<file path="src/rtl/stage_ma_if.sv">
`default_nettype none
// stage_ma_if -- data-memory request/response bundle between the MA stage and memory.
// Rev 1.0
interface stage_ma_if;
  logic        dmem_req;
  logic        dmem_we;
  logic [31:0] dmem_addr;
  logic [31:0] dmem_wdata;
  logic [3:0]  dmem_be;
  logic [31:0] dmem_rdata;
  logic        dmem_ack;

  modport master (
    output dmem_req, dmem_we, dmem_addr, dmem_wdata, dmem_be,
    input  dmem_rdata, dmem_ack
  );

  modport slave (
    input  dmem_req, dmem_we, dmem_addr, dmem_wdata, dmem_be,
    output dmem_rdata, dmem_ack
  );
endinterface
`default_nettype wire

</file>
<file path="src/rtl/stage_ma.sv">
`default_nettype none
// stage_ma -- memory-access pipeline stage: load/store handshake with timeout, load formatting, write-back select.
// Rev 1.0
module stage_ma #(
  parameter int TIMEOUT = 16
) (
  input  logic        clk,
  input  logic        rst_n,
  input  logic [31:0] busc_in,
  input  logic [31:0] busb_in,
  input  logic [31:0] pc_in,
  input  logic [31:0] imm_in,
  input  logic [4:0]  rd_in,
  input  logic [2:0]  funct3_in,
  input  logic [6:0]  op_in,
  output logic        stall_out,
  stage_ma_if.master  dmem,
  output logic [31:0] wb_data_out,
  output logic [4:0]  rd_out,
  output logic [6:0]  op_out,
  output logic        wb_en_out,
  output logic        misalign_out,
  output logic        bus_err_out
);
  localparam logic [6:0] OP_LOAD  = 7'b0000011;
  localparam logic [6:0] OP_STORE = 7'b0100011;
  localparam logic [6:0] OP_JAL   = 7'b1101111;
  localparam logic [6:0] OP_JALR  = 7'b1100111;
  localparam logic [6:0] OP_LUI   = 7'b0110111;
  localparam logic [6:0] OP_AUIPC = 7'b0010111;
  localparam logic [6:0] OP_OP    = 7'b0110011;
  localparam logic [6:0] OP_IMM   = 7'b0010011;

  localparam logic [1:0] SZ_B = 2'd0;
  localparam logic [1:0] SZ_H = 2'd1;
  localparam logic [1:0] SZ_W = 2'd2;

  localparam logic [7:0] TIMEOUT_C = 8'(TIMEOUT);

  typedef enum logic [0:0] {
    IDLE = 1'b0,
    WAIT = 1'b1
  } state_t;

  state_t      state_q, state_d;
  logic [7:0]  cnt;

  logic        is_load, is_store, is_mem, is_wb, misalign, req_go;
  logic [1:0]  size;
  logic [3:0]  st_be;
  logic [31:0] st_wdata, wb_sel;

  logic [31:0] lat_busc;
  logic [1:0]  lat_sz;
  logic        lat_uns, lat_load;
  logic [4:0]  lat_rd;
  logic [6:0]  lat_op;

  logic [7:0]  ld_byte;
  logic [15:0] ld_half;
  logic [31:0] ld_data;
  logic        done, abort;

  // Decode of the instruction currently presented by EX/MA.
  always_comb begin
    is_load  = (op_in == OP_LOAD);
    is_store = (op_in == OP_STORE);
    is_mem   = is_load | is_store;
    is_wb    = is_load | (op_in == OP_JAL) | (op_in == OP_JALR) | (op_in == OP_LUI) |
               (op_in == OP_AUIPC) | (op_in == OP_OP) | (op_in == OP_IMM);

    size = SZ_W;
    if (is_load) begin
      if (funct3_in == 3'd0 || funct3_in == 3'd4)      size = SZ_B;
      else if (funct3_in == 3'd1 || funct3_in == 3'd5) size = SZ_H;
    end else begin
      if (funct3_in == 3'd0)      size = SZ_B;
      else if (funct3_in == 3'd1) size = SZ_H;
    end

    misalign = is_mem & (((size == SZ_H) & busc_in[0]) |
                         ((size == SZ_W) & (busc_in[1:0] != 2'b00)));
    req_go   = is_mem & ~misalign;

    case (size)
      SZ_B: begin
        st_be    = 4'b0001 << busc_in[1:0];
        st_wdata = {4{busb_in[7:0]}};
      end
      SZ_H: begin
        st_be    = 4'b0011 << busc_in[1:0];
        st_wdata = {2{busb_in[15:0]}};
      end
      default: begin
        st_be    = 4'b1111;
        st_wdata = busb_in;
      end
    endcase

    if (op_in == OP_JAL || op_in == OP_JALR) wb_sel = pc_in + 32'd4;
    else if (op_in == OP_LUI)                wb_sel = imm_in;
    else                                     wb_sel = busc_in;
  end

  // Load formatting works from the access attributes captured at issue.
  always_comb begin
    ld_byte = dmem.dmem_rdata[{lat_busc[1:0], 3'b000} +: 8];
    ld_half = lat_busc[1] ? dmem.dmem_rdata[31:16] : dmem.dmem_rdata[15:0];
    case (lat_sz)
      SZ_B:    ld_data = {{24{~lat_uns & ld_byte[7]}}, ld_byte};
      SZ_H:    ld_data = {{16{~lat_uns & ld_half[15]}}, ld_half};
      default: ld_data = dmem.dmem_rdata;
    endcase
  end

  always_ff @(posedge clk or negedge rst_n) begin
    if (!rst_n) state_q <= IDLE;
    else        state_q <= state_d;
  end

  // An ack on the final allowed cycle wins over the timeout.
  always_comb begin
    state_d   = state_q;
    stall_out = 1'b0;
    done      = 1'b0;
    abort     = 1'b0;
    case (state_q)
      IDLE: begin
        if (req_go) begin
          stall_out = 1'b1;
          state_d   = WAIT;
        end
      end
      WAIT: begin
        if (dmem.dmem_ack) begin
          done    = 1'b1;
          state_d = IDLE;
        end else if (cnt == TIMEOUT_C) begin
          abort   = 1'b1;
          state_d = IDLE;
        end else begin
          stall_out = 1'b1;
        end
      end
      default: state_d = IDLE;
    endcase
  end

  always_ff @(posedge clk or negedge rst_n) begin
    if (!rst_n) begin
      cnt             <= 8'd0;
      dmem.dmem_req   <= 1'b0;
      dmem.dmem_we    <= 1'b0;
      dmem.dmem_addr  <= 32'd0;
      dmem.dmem_wdata <= 32'd0;
      dmem.dmem_be    <= 4'd0;
      lat_busc        <= 32'd0;
      lat_sz          <= SZ_W;
      lat_uns         <= 1'b0;
      lat_load        <= 1'b0;
      lat_rd          <= 5'd0;
      lat_op          <= 7'd0;
      wb_data_out     <= 32'd0;
      rd_out          <= 5'd0;
      op_out          <= 7'd0;
      wb_en_out       <= 1'b0;
      misalign_out    <= 1'b0;
      bus_err_out     <= 1'b0;
    end else begin
      misalign_out <= 1'b0;
      bus_err_out  <= 1'b0;
      case (state_q)
        IDLE: begin
          if (req_go) begin
            cnt             <= 8'd1;
            dmem.dmem_req   <= 1'b1;
            dmem.dmem_we    <= is_store;
            dmem.dmem_addr  <= {busc_in[31:2], 2'b00};
            dmem.dmem_wdata <= is_store ? st_wdata : 32'd0;
            dmem.dmem_be    <= is_store ? st_be : 4'b1111;
            lat_busc        <= busc_in;
            lat_sz          <= size;
            lat_uns         <= funct3_in[2];
            lat_load        <= is_load;
            lat_rd          <= rd_in;
            lat_op          <= op_in;
            wb_data_out     <= 32'd0;
            rd_out          <= 5'd0;
            op_out          <= 7'd0;
            wb_en_out       <= 1'b0;
          end else begin
            wb_data_out  <= wb_sel;
            rd_out       <= rd_in;
            op_out       <= op_in;
            wb_en_out    <= is_wb & (rd_in != 5'd0) & ~misalign;
            misalign_out <= misalign;
          end
        end
        WAIT: begin
          if (done) begin
            cnt           <= 8'd0;
            dmem.dmem_req <= 1'b0;
            dmem.dmem_we  <= 1'b0;
            wb_data_out   <= lat_load ? ld_data : lat_busc;
            rd_out        <= lat_rd;
            op_out        <= lat_op;
            wb_en_out     <= lat_load & (lat_rd != 5'd0);
          end else if (abort) begin
            cnt           <= 8'd0;
            dmem.dmem_req <= 1'b0;
            dmem.dmem_we  <= 1'b0;
            bus_err_out   <= 1'b1;
            wb_data_out   <= 32'd0;
            rd_out        <= 5'd0;
            op_out        <= 7'd0;
            wb_en_out     <= 1'b0;
          end else begin
            cnt <= cnt + 8'd1;
          end
        end
        default: ;
      endcase
    end
  end
endmodule
`default_nettype wire

</file>
<file path="src/flat_wrapper.sv">
// flat-port wrapper written by rule: the top's interface ports become plain ports
module stage_ma_flat 
#(
  parameter int TIMEOUT = 16
)
  (clk, rst_n, busc_in, busb_in, pc_in, imm_in, rd_in, funct3_in, op_in, stall_out, wb_data_out, rd_out, op_out, wb_en_out, misalign_out, bus_err_out, dmem_dmem_req, dmem_dmem_we, dmem_dmem_addr, dmem_dmem_wdata, dmem_dmem_be, dmem_dmem_rdata, dmem_dmem_ack);
  stage_ma_if dmem_i ();
  input  logic clk;
  input  logic rst_n;
  input  logic [31:0] busc_in;
  input  logic [31:0] busb_in;
  input  logic [31:0] pc_in;
  input  logic [31:0] imm_in;
  input  logic [4:0] rd_in;
  input  logic [2:0] funct3_in;
  input  logic [6:0] op_in;
  output logic stall_out;
  output logic [31:0] wb_data_out;
  output logic [4:0] rd_out;
  output logic [6:0] op_out;
  output logic wb_en_out;
  output logic misalign_out;
  output logic bus_err_out;
  output wire logic [$bits(dmem_i.dmem_req)-1:0] dmem_dmem_req;
  output wire logic [$bits(dmem_i.dmem_we)-1:0] dmem_dmem_we;
  output wire logic [$bits(dmem_i.dmem_addr)-1:0] dmem_dmem_addr;
  output wire logic [$bits(dmem_i.dmem_wdata)-1:0] dmem_dmem_wdata;
  output wire logic [$bits(dmem_i.dmem_be)-1:0] dmem_dmem_be;
  input wire logic [$bits(dmem_i.dmem_rdata)-1:0] dmem_dmem_rdata;
  input wire logic [$bits(dmem_i.dmem_ack)-1:0] dmem_dmem_ack;
  assign dmem_dmem_req = dmem_i.dmem_req;
  assign dmem_dmem_we = dmem_i.dmem_we;
  assign dmem_dmem_addr = dmem_i.dmem_addr;
  assign dmem_dmem_wdata = dmem_i.dmem_wdata;
  assign dmem_dmem_be = dmem_i.dmem_be;
  assign dmem_i.dmem_rdata = dmem_dmem_rdata;
  assign dmem_i.dmem_ack = dmem_dmem_ack;
  stage_ma #(.TIMEOUT(TIMEOUT)) u_core (.clk(clk), .rst_n(rst_n), .busc_in(busc_in), .busb_in(busb_in), .pc_in(pc_in), .imm_in(imm_in), .rd_in(rd_in), .funct3_in(funct3_in), .op_in(op_in), .stall_out(stall_out), .dmem(dmem_i), .wb_data_out(wb_data_out), .rd_out(rd_out), .op_out(op_out), .wb_en_out(wb_en_out), .misalign_out(misalign_out), .bus_err_out(bus_err_out));
endmodule
</file>
<file path="config.mk">
export PLATFORM = sky130hd
export DESIGN_NAME = stage_ma_flat
export DESIGN_NICKNAME = d
export VERILOG_FILES = /design/src/rtl/stage_ma_if.sv /design/src/rtl/stage_ma.sv /design/src/flat_wrapper.sv
export SDC_FILE = /design/constraint.sdc
export NUM_CORES = 1
export LEC_CHECK = 0
export ABC_AREA = 1
export CAP_MARGIN = 5
export CORE_AREA = 4 4 140 142
export CTS_BUF_LIST = sky130_fd_sc_hd__clkbuf_16
export CTS_CLUSTER_SIZE = 20
export DETAILED_ROUTE_END_ITERATION = 6
export DIE_AREA = 0 0 144 146
export PLACE_DENSITY = 0.86
export SKIP_CTS_REPAIR_TIMING = 1
export SLEW_MARGIN = 10
export SYNTH_ARGS = -nofsm -noshare
export SYNTH_HDL_FRONTEND = slang
export SYNTH_SLANG_ARGS = --single-unit
</file>
<file path="constraint.sdc">
create_clock -name clk -period 3.33 [get_ports clk]
set_input_delay 0.333 -clock clk [delete_from_list [all_inputs] [get_ports clk]]
set_output_delay 0.333 -clock clk [all_outputs]
set_load 0.02 [all_outputs]
</file>
==> metrics.txt <==
status finished, violations left; failing checks hold timing; via count roughly 11000; CORE AREA around 18000 um^2; # setup viols final 0; share of cells above drive strength 1 5.16%; clk_skew 0.0131 ns; Hold WC Path Type input pin to async pin; Routed Wire Length ~36000 um; Horiz. Die Dim 144 um; Util after Layout ~69%; gr usage total between 30% and 40%; CTS tree done; FF+latch count, synth between 100 and 150; max-cap violations 0; number of routed nets with antenna violations 0; Slew Limit Fails 0; # IOs 296; CTS Root Cell clkbuf_16; Clock power frac a little under two fifths; launch point of the worst path op_in[0]; die area about 21000 um^2; Final Hold Viols 35; largest net degree at the start of global routing 82; initial antenna violation count 2; worst reg2reg setup slack around 0.85 ns; Syn Std Cell Area approximately 9200 um^2; Num CTS Buffers 17; register share of total power 38.1%; DP Area 12100 um^2; routability cong. 0.969; htree depth 4; Worst Hold Slack -0.0573 ns; Rel. slew slack 41.4%; post-route design area about 13000 um^2; GRT overflow 0; switching share of power 30.6%; Clock Latency Late Sink between 0.4 and 0.5 ns; setup ws final ~0.54 ns; VDD IR-drop max about 440 uV; global-route wire length before repair 55600 um; CP Launch Type input pin; P_leak approximately 6.0 nW; Worst setup endpoint stall_out; Setup WS pre-CTS 0.510 ns; R2R Path Start u_core.cnt[0]$_DFFE_PN0P_; Avg WL per Cell 19.0 um; Seq/Total Area, Yosys around two fifths; CTS Buffer Depth 2; clock sinks 142; post-synth cell types 40; area added between synthesis and finish 37.7%; Post-DP HPWL between 20000 and 30000 um; mean area per synthesized cell around 6.5 um^2; slew at the pin closest to its max-slew limit approximately 0.9 ns; fmax roughly 360 MHz; minimum clock period between 2 and 3 ns; initial DRC count 995; worst setup path class input pin to primary output; commonest non-fill, non-tap cell in the layout nand2_1; num rows 50; vias in the first global route roughly 10000; DRC 0; RSZ-0062 raised after global routing false; vias per std cell ~5.6; Worst-path clk slew approximately 0.070 ns; NetSw 1.57 mW; most frequent cells in the layout nand2_1, clkdlybuf4s50_1, inv_1, dfrtp_1, o21ai_0; worst r2r dst u_core.wb_data_out[18]$_DFFE_PN0P_; fin crit share 83.9%; DR pass1 iterations 5; peak fanout along the critical path 4; cell-internal power between 3 and 4 mW; FF-to-FF path depth 10; Critical Path Sink Type primary output; IO buf count 293; nets 1835; Comb power frac a little under a quarter; Worst EP required about 3 ns; CP arrival roughly 2.5 ns; PD cells roughly 400 nW/um^2; effective utilization at floorplan 50.0%; die height approximately 150 um; synth warn 0; post-synthesis instance total roughly 1400; Sum Neg Setup Slack 0 ns
## Yosys cell counts (all sizes together)
| master | number | share of area [%] |
|---|---|---|
| clkinv | 4 | 0.16 |
| dfrtp | 141 | 38 |
| nand2 | 536 | 22 |
| a211oi | 1 | 0.081 |
| conb | 1 | 0.041 |
| xor2 | 2 | 0.19 |
| nand3b | 2 | 0.20 |
| ha | 3 | 0.41 |
| o211ai | 16 | 1.3 |
| or2 | 20 | 1.4 |
| o21bai | 3 | 0.24 |
| o31ai | 2 | 0.16 |
| o311ai | 1 | 0.095 |
| nor3 | 4 | 0.27 |
| a21boi | 5 | 0.41 |
| dfstp | 1 | 0.28 |
| inv | 155 | 6.3 |
| a21oi | 46 | 2.5 |
| xnor2 | 4 | 0.38 |
| nor4 | 1 | 0.068 |
| o21ai | 125 | 6.8 |
| a31oi | 2 | 0.14 |
| o22ai | 5 | 0.34 |
| nor2 | 108 | 4.5 |
| o2111ai | 5 | 0.47 |
| buf | 66 | 4.5 |
| clkbuf | 27 | 1.1 |
| nand4 | 22 | 1.6 |
| nand3 | 108 | 6.0 |
## critical path, cell delays in order
cell             delay (ns)
clkdlybuf4s50_1        0.50
nand2_1                0.10
nor2_2                 0.21
nand3_1                0.21
clkinv_1               0.17
nand4_1                0.15
nand2_1                0.16
clkdlybuf4s50_1        0.63
## registers in the layout, indices dropped and copies added, names as in the netlist, 2 cells and up
signal / cells
u_core.lat_rd: 5
u_core.lat_op: 7
u_core.op_out: 7
u_core.lat_sz: 2
u_core.rd_out: 5
u_core.dmem.dmem_be: 4
u_core.dmem.dmem_wdata: 32
u_core.lat_busc: 31
u_core.wb_data_out: 32
u_core.cnt: 8
## cell families after synthesis
| kind of cell | share of synthesized area [%] |
|---|---|
| adders and majority gates | 0.407 |
| buffers and inverters | 12.1 |
| AOI/OAI and AO/OA | 12.5 |
| DFF | 38.5 |
| other | 0.0406 |
| xor gates and xnor gates | 0.569 |
| and+or+nand+nor | 35.9 |
## worst min path at each step
stage / from / to / slack, ns
after floorplan: rst_n / u_core.bus_err_out$_DFF_PN0_ / 0.04
after global placement: rst_n / u_core.lat_busc[15]$_DFFE_PN0P_ / 0.44
after detailed placement: rst_n / u_core.lat_busc[15]$_DFFE_PN0P_ / 0.44
after CTS: rst_n / u_core.lat_busc[15]$_DFFE_PN0P_ / -0.007
after global routing: rst_n / u_core.lat_busc[16]$_DFFE_PN0P_ / 0.02
final: rst_n / u_core.lat_busc[15]$_DFFE_PN0P_ / -0.06
## power by group through the flow
stage	clock network (mW)	logic, mW	registers [mW]
2_1_floorplan	0	0.571	2.00
3_3_place_gp	0	1.17	1.97
3_5_place_dp	0	1.19	1.98
4_1_cts	1.97	1.20	1.95
5_1_grt	2.04	1.30	1.96
6_report	1.97	1.21	1.95
## cell type report
cell class / instances / area [um^2]
inverters: 159 / 597
fillers: 1581 / 5740
flip-flops and latches: 142 / 3550
repair buffers: 311 / 3090
well taps: 234 / 293
diodes: 1 / 2.50
multi-input cells: 1023 / 4580
clock inverters: 15 / 170
clock buffers: 17 / 425
## per-stage QoR
step | instances | power [mW]
after global routing | 1902 | 5.31
after CTS | 1901 | 5.12
after floorplan | 1417 | 2.57
after global placement | 1869 | 3.15
final | 1902 | 5.13
after detailed placement | 1869 | 3.17
## metal layers
metal / vias to the layer above / GRT usage (%) / routed length (um)
met3: 103 / 8.05 / 3950
met4: 0 / 15.7 / 1570
met1: 4916 / 43.0 / 13900
met5: - / 0 / 0
li1: 4926 / - / -
met2: 635 / 54.4 / 16600
Note: power is estimated with default switching activity, not from simulation.
